File: config.mk
export PLATFORM = sky130hd
export DESIGN_NAME = hilo_muldiv_ctrl_flat
export DESIGN_NICKNAME = d
export VERILOG_FILES = /design/src/rtl/hilo_muldiv_ctrl_pkg.sv /design/src/rtl/hilo_muldiv_ctrl_if.sv /design/src/rtl/hilo_muldiv_ctrl_muldiv_step.sv /design/src/rtl/hilo_muldiv_ctrl.sv /design/src/flat_wrapper.sv
export SDC_FILE = /design/constraint.sdc
export NUM_CORES = 1
export LEC_CHECK = 0
export BUFFER_PORTS_ARGS = -buffer_cell sky130_fd_sc_hd__buf_2
export CAP_MARGIN = 20
export CELL_PAD_IN_SITES_DETAIL_PLACEMENT = 0
export CELL_PAD_IN_SITES_GLOBAL_PLACEMENT = 1
export CORE_MARGIN = 2
export CORE_UTILIZATION = 45
export CTS_BUF_LIST = sky130_fd_sc_hd__clkbuf_2 sky130_fd_sc_hd__clkbuf_4 sky130_fd_sc_hd__clkbuf_8
export DETAILED_ROUTE_END_ITERATION = 10
export PLACE_DENSITY = 0.84
export SYNTH_ARGS = -nofsm -noshare
export SYNTH_HDL_FRONTEND = slang
export SYNTH_SLANG_ARGS = --single-unit
File: constraint.sdc
create_clock -name clk -period 8.9 [get_ports clk]
set_input_delay 1.335 -clock clk [delete_from_list [all_inputs] [get_ports clk]]
set_output_delay 1.335 -clock clk [all_outputs]
set_load 0.005 [all_outputs]
File: src/rtl/hilo_muldiv_ctrl_pkg.sv
// Package for the HI/LO multiply/divide sequencer.
// Holds the operation codes that can launch the sequencer, the FSM state
// encoding and small decode helpers shared by the top and the bench.
package hilo_muldiv_ctrl_pkg;

  // Default operand width. The iteration count equals the operand width.
  localparam int MD_WIDTH = 32;

  // Operation codes (function-field values of the HI/LO ops).
  localparam logic [5:0] OP_MULT  = 6'h18;
  localparam logic [5:0] OP_MULTU = 6'h19;
  localparam logic [5:0] OP_DIV   = 6'h1a;
  localparam logic [5:0] OP_DIVU  = 6'h1b;

  typedef enum logic [2:0] {
    MD_IDLE = 3'd0,
    MD_MUL  = 3'd1,
    MD_DIV  = 3'd2,
    MD_FIX  = 3'd3,
    MD_DONE = 3'd4
  } md_state_e;

  function automatic logic op_valid(input logic [5:0] op);
    return (op == OP_MULT) || (op == OP_MULTU) || (op == OP_DIV) || (op == OP_DIVU);
  endfunction

  function automatic logic op_signed(input logic [5:0] op);
    return (op == OP_MULT) || (op == OP_DIV);
  endfunction

  function automatic logic op_is_div(input logic [5:0] op);
    return (op == OP_DIV) || (op == OP_DIVU);
  endfunction

endpackage

File: src/rtl/hilo_muldiv_ctrl_if.sv
// Bus between the EX stage and the multiply/divide sequencer.
// master = EX side (launches ops, consumes stall and HI/LO writes)
// slave  = sequencer
//
// Handshake: start_i is a request that is only taken while the sequencer is
// idle and op_i is a valid HI/LO op; there is no ready signal, acceptance is
// visible as stall_o going high in the same cycle. cancel_i aborts any op that
// has not yet reached its write cycle and blocks a launch in the same cycle.
// whi/wlo pulse together for exactly one cycle; wHiData/wLoData and dbz_o are
// meaningful in that cycle (the data stays stable until the next write).
interface hilo_muldiv_ctrl_if #(
  parameter int WIDTH = 32
);
  logic             start_i;
  logic [5:0]       op_i;
  logic [WIDTH-1:0] regaData;
  logic [WIDTH-1:0] regbData;
  logic             cancel_i;
  logic             stall_o;
  logic             busy_o;
  logic             whi;
  logic             wlo;
  logic [WIDTH-1:0] wHiData;
  logic [WIDTH-1:0] wLoData;
  logic             dbz_o;

  modport master (
    output start_i, op_i, regaData, regbData, cancel_i,
    input  stall_o, busy_o, whi, wlo, wHiData, wLoData, dbz_o
  );

  modport slave (
    input  start_i, op_i, regaData, regbData, cancel_i,
    output stall_o, busy_o, whi, wlo, wHiData, wLoData, dbz_o
  );
endinterface

File: src/rtl/hilo_muldiv_ctrl_muldiv_step.sv
// Single iteration of the multiply/divide datapath, purely combinational.
// Ports:
//   is_div  : 1 = restoring-divide step, 0 = shift-add multiply step
//   hi_i    : accumulator (multiply) / partial remainder (divide)
//   lo_i    : multiplier bits (multiply) / dividend-quotient bits (divide)
//   opnd_i  : multiplicand (multiply) / divisor (divide)
//   hi_o, lo_o : register values after this step
module hilo_muldiv_ctrl_muldiv_step #(
  parameter int WIDTH = 32
) (
  input  logic             is_div,
  input  logic [WIDTH-1:0] hi_i,
  input  logic [WIDTH-1:0] lo_i,
  input  logic [WIDTH-1:0] opnd_i,
  output logic [WIDTH-1:0] hi_o,
  output logic [WIDTH-1:0] lo_o
);

  logic [WIDTH:0]   sum;
  logic [WIDTH:0]   shifted;
  logic [WIDTH-1:0] trial;

  always_comb begin
    hi_o = hi_i;
    lo_o = lo_i;
    // Multiply: add multiplicand when the low multiplier bit is set, then
    // shift the {acc, mplr} pair right; the carry lands in acc's MSB.
    sum = {1'b0, hi_i} + (lo_i[0] ? {1'b0, opnd_i} : '0);
    // Divide: the shifted remainder can need one extra bit, so compare at
    // WIDTH+1; the difference itself always fits in WIDTH bits.
    shifted = {hi_i, lo_i[WIDTH-1]};
    trial   = shifted[WIDTH-1:0] - opnd_i;
    if (is_div) begin
      if (shifted >= {1'b0, opnd_i}) begin
        hi_o = trial;
        lo_o = {lo_i[WIDTH-2:0], 1'b1};
      end else begin
        hi_o = shifted[WIDTH-1:0];
        lo_o = {lo_i[WIDTH-2:0], 1'b0};
      end
    end else begin
      hi_o = sum[WIDTH:1];
      lo_o = {sum[0], lo_i[WIDTH-1:1]};
    end
  end

endmodule

File: src/rtl/hilo_muldiv_ctrl.sv
// Iterative multiply/divide sequencer owning the HI/LO write path.
// Operands are taken as magnitudes, iterated one bit per cycle, then sign
// corrected and written to HI/LO with a one-cycle whi/wlo pulse.
// Ports:
//   clk       : clock, rising edge
//   rst       : asynchronous active-low reset
//   bus       : hilo_muldiv_ctrl_if.slave (launch, cancel, stall, HI/LO write)
//   dbg_state : current FSM state (md_state_e encoding)
module hilo_muldiv_ctrl
  import hilo_muldiv_ctrl_pkg::*;
#(
  parameter int WIDTH = MD_WIDTH
) (
  input  logic                     clk,
  input  logic                     rst,
  hilo_muldiv_ctrl_if.slave        bus,
  output logic [2:0]               dbg_state
);

  localparam int CW = $clog2(WIDTH);

  md_state_e        state, state_n;
  logic [CW-1:0]    count;
  logic [WIDTH-1:0] hi_r, lo_r, opnd_r;
  logic             psign_r;   // product / quotient sign
  logic             rsign_r;   // remainder sign (sign of dividend)
  logic             dbz_r;
  logic             is_div_r;
  logic [WIDTH-1:0] whi_data_r, wlo_data_r;

  logic             launch, last_step, sgn, b_zero;
  logic [WIDTH-1:0] a_mag, b_mag;
  logic [WIDTH-1:0] step_hi, step_lo;
  logic [WIDTH-1:0] fix_hi, fix_lo;
  logic [2*WIDTH-1:0] prod, prod_neg;

  // A launch needs a valid op and no simultaneous flush.
  assign launch    = (state == MD_IDLE) && bus.start_i && op_valid(bus.op_i) && !bus.cancel_i;
  assign last_step = (count == CW'(WIDTH - 1));
  assign sgn       = op_signed(bus.op_i);
  assign b_zero    = (bus.regbData == '0);
  assign a_mag     = (sgn && bus.regaData[WIDTH-1]) ? -bus.regaData : bus.regaData;
  assign b_mag     = (sgn && bus.regbData[WIDTH-1]) ? -bus.regbData : bus.regbData;

  hilo_muldiv_ctrl_muldiv_step #(.WIDTH(WIDTH)) u_step (
    .is_div (is_div_r),
    .hi_i   (hi_r),
    .lo_i   (lo_r),
    .opnd_i (opnd_r),
    .hi_o   (step_hi),
    .lo_o   (step_lo)
  );

  // Sign correction. The most-negative / -1 divide needs no special case:
  // its magnitude quotient is 2^(WIDTH-1) with a positive sign, remainder 0.
  always_comb begin
    prod     = {hi_r, lo_r};
    prod_neg = -prod;
    fix_hi   = hi_r;
    fix_lo   = lo_r;
    if (!is_div_r) begin
      {fix_hi, fix_lo} = psign_r ? prod_neg : prod;
    end else begin
      // On divide-by-zero hi_r holds |A|, so the remainder sign restores A.
      fix_hi = rsign_r ? -hi_r : hi_r;
      fix_lo = dbz_r ? '1 : (psign_r ? -lo_r : lo_r);
    end
  end

  always_comb begin
    state_n = state;
    case (state)
      MD_IDLE: begin
        if (launch) begin
          if (op_is_div(bus.op_i)) state_n = b_zero ? MD_FIX : MD_DIV;
          else                     state_n = MD_MUL;
        end
      end
      MD_MUL, MD_DIV: begin
        if (bus.cancel_i)   state_n = MD_IDLE;
        else if (last_step) state_n = MD_FIX;
      end
      MD_FIX:  state_n = bus.cancel_i ? MD_IDLE : MD_DONE;
      MD_DONE: state_n = MD_IDLE;
      default: state_n = MD_IDLE;
    endcase
  end

  always_ff @(posedge clk or negedge rst) begin
    if (!rst) state <= MD_IDLE;
    else      state <= state_n;
  end

  always_ff @(posedge clk or negedge rst) begin
    if (!rst) begin
      count      <= '0;
      hi_r       <= '0;
      lo_r       <= '0;
      opnd_r     <= '0;
      psign_r    <= 1'b0;
      rsign_r    <= 1'b0;
      dbz_r      <= 1'b0;
      is_div_r   <= 1'b0;
      whi_data_r <= '0;
      wlo_data_r <= '0;
    end else begin
      case (state)
        MD_IDLE: begin
          if (launch) begin
            count    <= '0;
            is_div_r <= op_is_div(bus.op_i);
            dbz_r    <= op_is_div(bus.op_i) && b_zero;
            psign_r  <= sgn && (bus.regaData[WIDTH-1] ^ bus.regbData[WIDTH-1]);
            rsign_r  <= sgn && bus.regaData[WIDTH-1];
            if (op_is_div(bus.op_i)) begin
              hi_r   <= b_zero ? a_mag : '0;
              lo_r   <= a_mag;
              opnd_r <= b_mag;
            end else begin
              hi_r   <= '0;
              lo_r   <= b_mag;
              opnd_r <= a_mag;
            end
          end
        end
        MD_MUL, MD_DIV: begin
          hi_r  <= step_hi;
          lo_r  <= step_lo;
          count <= count + 1'b1;
        end
        MD_FIX: begin
          if (!bus.cancel_i) begin
            whi_data_r <= fix_hi;
            wlo_data_r <= fix_lo;
          end
        end
        default: ;
      endcase
    end
  end

  // DONE is the write cycle; stall drops there so the next instruction moves.
  assign bus.stall_o = launch || (state == MD_MUL) || (state == MD_DIV) || (state == MD_FIX);
  assign bus.busy_o  = (state != MD_IDLE);
  assign bus.whi     = (state == MD_DONE);
  assign bus.wlo     = (state == MD_DONE);
  assign bus.dbz_o   = (state == MD_DONE) && dbz_r;
  assign bus.wHiData = whi_data_r;
  assign bus.wLoData = wlo_data_r;
  assign dbg_state   = state;

endmodule

File: src/flat_wrapper.sv
// flat-port wrapper written by rule: the top's interface ports become plain ports
module hilo_muldiv_ctrl_flat import hilo_muldiv_ctrl_pkg::*;
#(
  parameter int WIDTH = MD_WIDTH
)
  (clk, rst, dbg_state, bus_start_i, bus_op_i, bus_regaData, bus_regbData, bus_cancel_i, bus_stall_o, bus_busy_o, bus_whi, bus_wlo, bus_wHiData, bus_wLoData, bus_dbz_o);
  hilo_muldiv_ctrl_if #(.WIDTH(WIDTH)) bus_i ();
  input  logic clk;
  input  logic rst;
  output logic [2:0] dbg_state;
  input wire logic [$bits(bus_i.start_i)-1:0] bus_start_i;
  input wire logic [$bits(bus_i.op_i)-1:0] bus_op_i;
  input wire logic [$bits(bus_i.regaData)-1:0] bus_regaData;
  input wire logic [$bits(bus_i.regbData)-1:0] bus_regbData;
  input wire logic [$bits(bus_i.cancel_i)-1:0] bus_cancel_i;
  output wire logic [$bits(bus_i.stall_o)-1:0] bus_stall_o;
  output wire logic [$bits(bus_i.busy_o)-1:0] bus_busy_o;
  output wire logic [$bits(bus_i.whi)-1:0] bus_whi;
  output wire logic [$bits(bus_i.wlo)-1:0] bus_wlo;
  output wire logic [$bits(bus_i.wHiData)-1:0] bus_wHiData;
  output wire logic [$bits(bus_i.wLoData)-1:0] bus_wLoData;
  output wire logic [$bits(bus_i.dbz_o)-1:0] bus_dbz_o;
  assign bus_i.start_i = bus_start_i;
  assign bus_i.op_i = bus_op_i;
  assign bus_i.regaData = bus_regaData;
  assign bus_i.regbData = bus_regbData;
  assign bus_i.cancel_i = bus_cancel_i;
  assign bus_stall_o = bus_i.stall_o;
  assign bus_busy_o = bus_i.busy_o;
  assign bus_whi = bus_i.whi;
  assign bus_wlo = bus_i.wlo;
  assign bus_wHiData = bus_i.wHiData;
  assign bus_wLoData = bus_i.wLoData;
  assign bus_dbz_o = bus_i.dbz_o;
  hilo_muldiv_ctrl #(.WIDTH(WIDTH)) u_core (.clk(clk), .rst(rst), .bus(bus_i), .dbg_state(dbg_state));
endmodule
==> results.md <==
Clock network:
- The number of levels in the clock H-tree is 4.
- The number of clock sinks seen by CTS is 172.
- The cts-stage hold buffer count is 0.
- The tree is rooted in a clkbuf_8.
- Counting the buffers created by CTS gives 17.
- For the worst-skew pair, the clock arrives at the later sink with an insertion delay of 520 ps.
- The post-CTS setup buffer count is 0.
- TritonCTS built the clock tree.
- The buffer depth of the longest clock path is 2.
- The count of instances resized after the clock tree is built is 0.
- The clock transition at the register clock pins on the worst setup and hold paths after CTS is 100 ps.

Timing:
- At the pin with the least slew margin, the transition time is 1070 ps.
- The clock skew after layout is 21.5 ps.
- The count of final hold-check violations was 0.
- Counting I/O delays and the setup requirement, the final critical path takes 4500 ps.
- Across all hold checks on the routed design, the worst slack comes to 482 ps.
- Derived from the worst setup path, the maximum achievable clock frequency is 222 MHz.
- The headroom to the max-slew limit is 28.0%.
- The max-slew violation total from the final report is 0.
- For the final routed database, the setup TNS stands at 0 ps.
- After layout, the worst path uses 50.5% of the clock period.
- The number of endpoints failing setup at the final stage is 0.
- Setup repair after global routing left no endpoint under its margin.

Synthesis:
- The number of warnings printed during yosys synthesis is 0.
- The gate count after technology mapping is 1791.
- The XOR/XNOR share of the synthesized area is 10.4%.
- The portion of synthesized area spent on multiplexers is 3.94%.
- The count of flip-flops with a built-in enable after synthesis is 0.
- Summing the sequential cell areas from Yosys gives 30.0% of the chip area.
- The cell area that synthesis handed to floorplanning was 0.0144 mm².
- The count of distinct cell types in the synthesized netlist is 83.
- After synthesis, the largest area contributor takes up 30.0% of total cell area.
- The share of synthesized registers carrying an async set or reset is 100%.
- Summed over all instances, the cell type with the most area after synthesis is dfrtp_1.
- The fraction of the mapped netlist area in adder cells is 6.37%.
- In the post-synthesis netlist, the biggest area contributors are dfrtp_1, ha_1, o21ai_0.
- Summing the areas of all and, or, nand and nor instances in the mapped netlist gives 18.7% of the synthesized area.
- The synthesized netlist devotes 25.9% of its cell area to compound gates.
- The combinational family with the most area after synthesis is compound AO/OA/AOI/OAI gates.
- Counting every net in the synthesized netlist gives 1937.
- Dividing the synthesized area by the synthesized cell count gives 8.02 µm².
- The synthesized design contains 172 register bits.
- The flip-flop cell with the highest count after synthesis is dfrtp_1.

Floorplanning:
- The die is 183 µm wide.
- The count of pins on the block boundary is 146.
- The initialized floorplan defines 65 standard-cell rows.
- The area of the core region is 0.0315 mm².
- The initial core utilization is 45.7%.
- The die covers 0.0334 mm².
- Measured along the y axis, the die boundary spans 183 µm.

Outcome:
- The flow ran to the end, and the final reports show no timing, DRC or antenna violations.

Critical path:
- The nature of the critical path startpoint is a flop.
- The maximum fanout count along the critical path is 31.
- The worst path required time is 9270 ps.
- The critical path is of the reg -> reg type.
- The critical path endpoint category is a flop.
- The reg-to-reg setup timing slack is 4400 ps.
- The worst path arrival time is 4870 ps.

Power and ir drop:
- The power density of the placed cells is 287 mW/mm².
- Summed over all cells, the static leakage comes to 6.95 nW.
- The peak supply drop is 0.226 mV.

Place:
- The congestion estimate from routability-driven global placement came to 0.989.
- Summed over all nets, the half-perimeter wirelength after detailed placement is 39500 µm.
- The number of buffers added on ports is 145.
- Including well taps, the total number of placed cells is 2255.

Global routing:
- Entering global routing, the biggest net connects 104 pins.
- The global-route wire length before repair is 79400 µm.
- The overall routing resource usage is 31.1%.
- The initial antenna violation count came to 1.
- The number of global-route vias before repair was 13400.
- The sum of overflow across all layers after global routing is 0.

Final layout:
- The final core utilization is 50.1%.
- For this run, the number of standard cells in the final layout without fillers is 2287.
- Relative to the synthesized area, the layout overhead comes to 9.80%.
- The count of inserted antenna diode cells is 0.
- In the final layout, the share of cells above drive strength 1 is 12.8%.
- The net count of the finished layout is 2018.

Drt:
- For this run, the detailed router's first-pass iteration total came to 6.
- In this run the remaining antenna-violating nets after routing total 0.
- After detailed routing, the total wire length is 51700 µm.
- The final route contains 14300 vias.
- In this run, the number of DRC markers left after iteration 0 of detailed routing was 1358.
- The remaining routing DRC violations is 0.
- The wire length per cell after detailed routing is 22.6 µm.
- The via-per-instance ratio is 6.25.

Run:
- The tool flagged a number of max-cap violations equal to 0.

Worst hold path:
- In this run the worst hold path is classified as reg -> reg.
[final timing paths]
kind | startpoint | to | cells past startpoint
setup / recovery | u_core.lo_r[0]$_DFFE_PN0P_ | u_core.hi_r[31]$_DFFE_PN0P_ | 12
hold / removal | u_core.bus.wHiData[22]$_DFFE_PN0P_ | u_core.bus.wHiData[22]$_DFFE_PN0P_ | 2
setup reg to reg | u_core.lo_r[0]$_DFFE_PN0P_ | u_core.hi_r[31]$_DFFE_PN0P_ | 12
hold reg to reg | u_core.bus.wHiData[22]$_DFFE_PN0P_ | u_core.bus.wHiData[22]$_DFFE_PN0P_ | 2
max in group asynchronous | rst | u_core.is_div_r$_DFFE_PN0P_ | 2
min in group asynchronous | rst | u_core.bus.wLoData[0]$_DFFE_PN0P_ | 1
[synthesized netlist by cell type, drive strengths merged (3+ instances only)]
cell	number
o21ai	188
a31o	4
a211o	6
xnor2	84
o41ai	16
clkbuf	91
o21bai	11
a222oi	5
o21a	9
a31oi	33
and3	8
mux2	4
nand2	171
or3	17
ha	70
a221o	16
a22oi	15
a22o	4
inv	62
and4	4
a211oi	14
and2	11
xor2	87
nand2b	16
a21oi	144
o211a	6
a2111oi	5
nand3	47
mux2i	52
a21o	16
nor4	12
dfrtp	172
or2	5
o211ai	24
or4	18
nor3	38
o31ai	29
nor2	180
nor3b	3
nand3b	3
o22ai	3
nor2b	9
o221ai	30
buf	12
nand4	15
[kinds of logic (layout without fill, tap and decap cells)]
kind of cell | Yosys count | count (layout)
compound gates | 588 | 588
simple gates | 565 | 565
buf+inv | 167 | 261
fa+ha+maj | 72 | 72
flops | 172 | 172
xor+xnor | 171 | 171
mux | 56 | 56
[worst max-delay path, cell delays in order, from the launching register on]
cell,delay [ps]
dfrtp_1,460
inv_1,140
buf_4,370
nor2_1,130
fa_1,470
a211oi_1,410
o211ai_1,270
a2111oi_0,680
o31ai_1,300
a211oi_1,670
nor2b_1,110
a41oi_1,250
o211ai_1,110
[state kept, by name (all words and copies together), names as in the netlist, 3 cells and up]
name	count
u_core.count	5
u_core.hi_r	32
u_core.dbg_state	3
u_core.bus.wLoData	32
u_core.opnd_r	32
u_core.lo_r	32
u_core.bus.wHiData	32
[power breakdown]
group          total (mW)  leakage, nW  internal (mW)  switching, mW
logic                2.53         4.47           1.02           1.51
registers            1.40         2.26          0.960          0.440
clock network       0.602        0.212          0.246          0.356
total                4.53         6.95           2.23           2.30
[placed cells by master, fill, tap and decap left out, types with 16 or more instances in the layout]
master | synthesis | routed
mux2i_1 | 52 | 52
nor2_1 | 178 | 176
xnor2_1 | 84 | 84
ha_1 | 70 | 70
o221ai_1 | 30 | 30
a21oi_1 | 144 | 142
nand2_1 | 170 | 170
clkbuf_8 | 2 | 18
o21ai_1 | 22 | 22
buf_2 | 0 | 144
a221o_1 | 16 | 16
dfrtp_1 | 172 | 171
o21ai_0 | 166 | 166
nand3_1 | 47 | 46
nor3_1 | 36 | 36
o211ai_1 | 24 | 24
o31ai_1 | 29 | 29
a31oi_1 | 33 | 33
buf_4 | 2 | 21
inv_1 | 62 | 62
xor2_1 | 87 | 87
[layer usage]
metal  wire length (µm)  global-route usage, %  share of wire (%)
met2              22900                   48.6                 44
met3               4040                   6.37                7.8
met1              22300                   41.5                 43
met4               2390                   14.1                4.6
met5                 12                      0              0.023
[final cells by class]
type | instances | area [µm²]
inverter | 63 | 236
timing repair buffer | 166 | 890
fill | 3156 | 15700
clock buffer | 18 | 248
multi-input combinational | 1452 | 9420
tap | 402 | 503
sequential | 172 | 4310
clock inverter | 14 | 171
[stage by stage]
step	setup slack [ps]	cell area, µm²	total power, mW
finish	4400	15800	4.53
global route	4080	15800	4.85
global placement	4110	15400	3.86
CTS	4430	15800	4.48
detailed placement	4110	15400	3.87
floorplan	4970	14400	3.10
(Power assumes the default switching activity.)
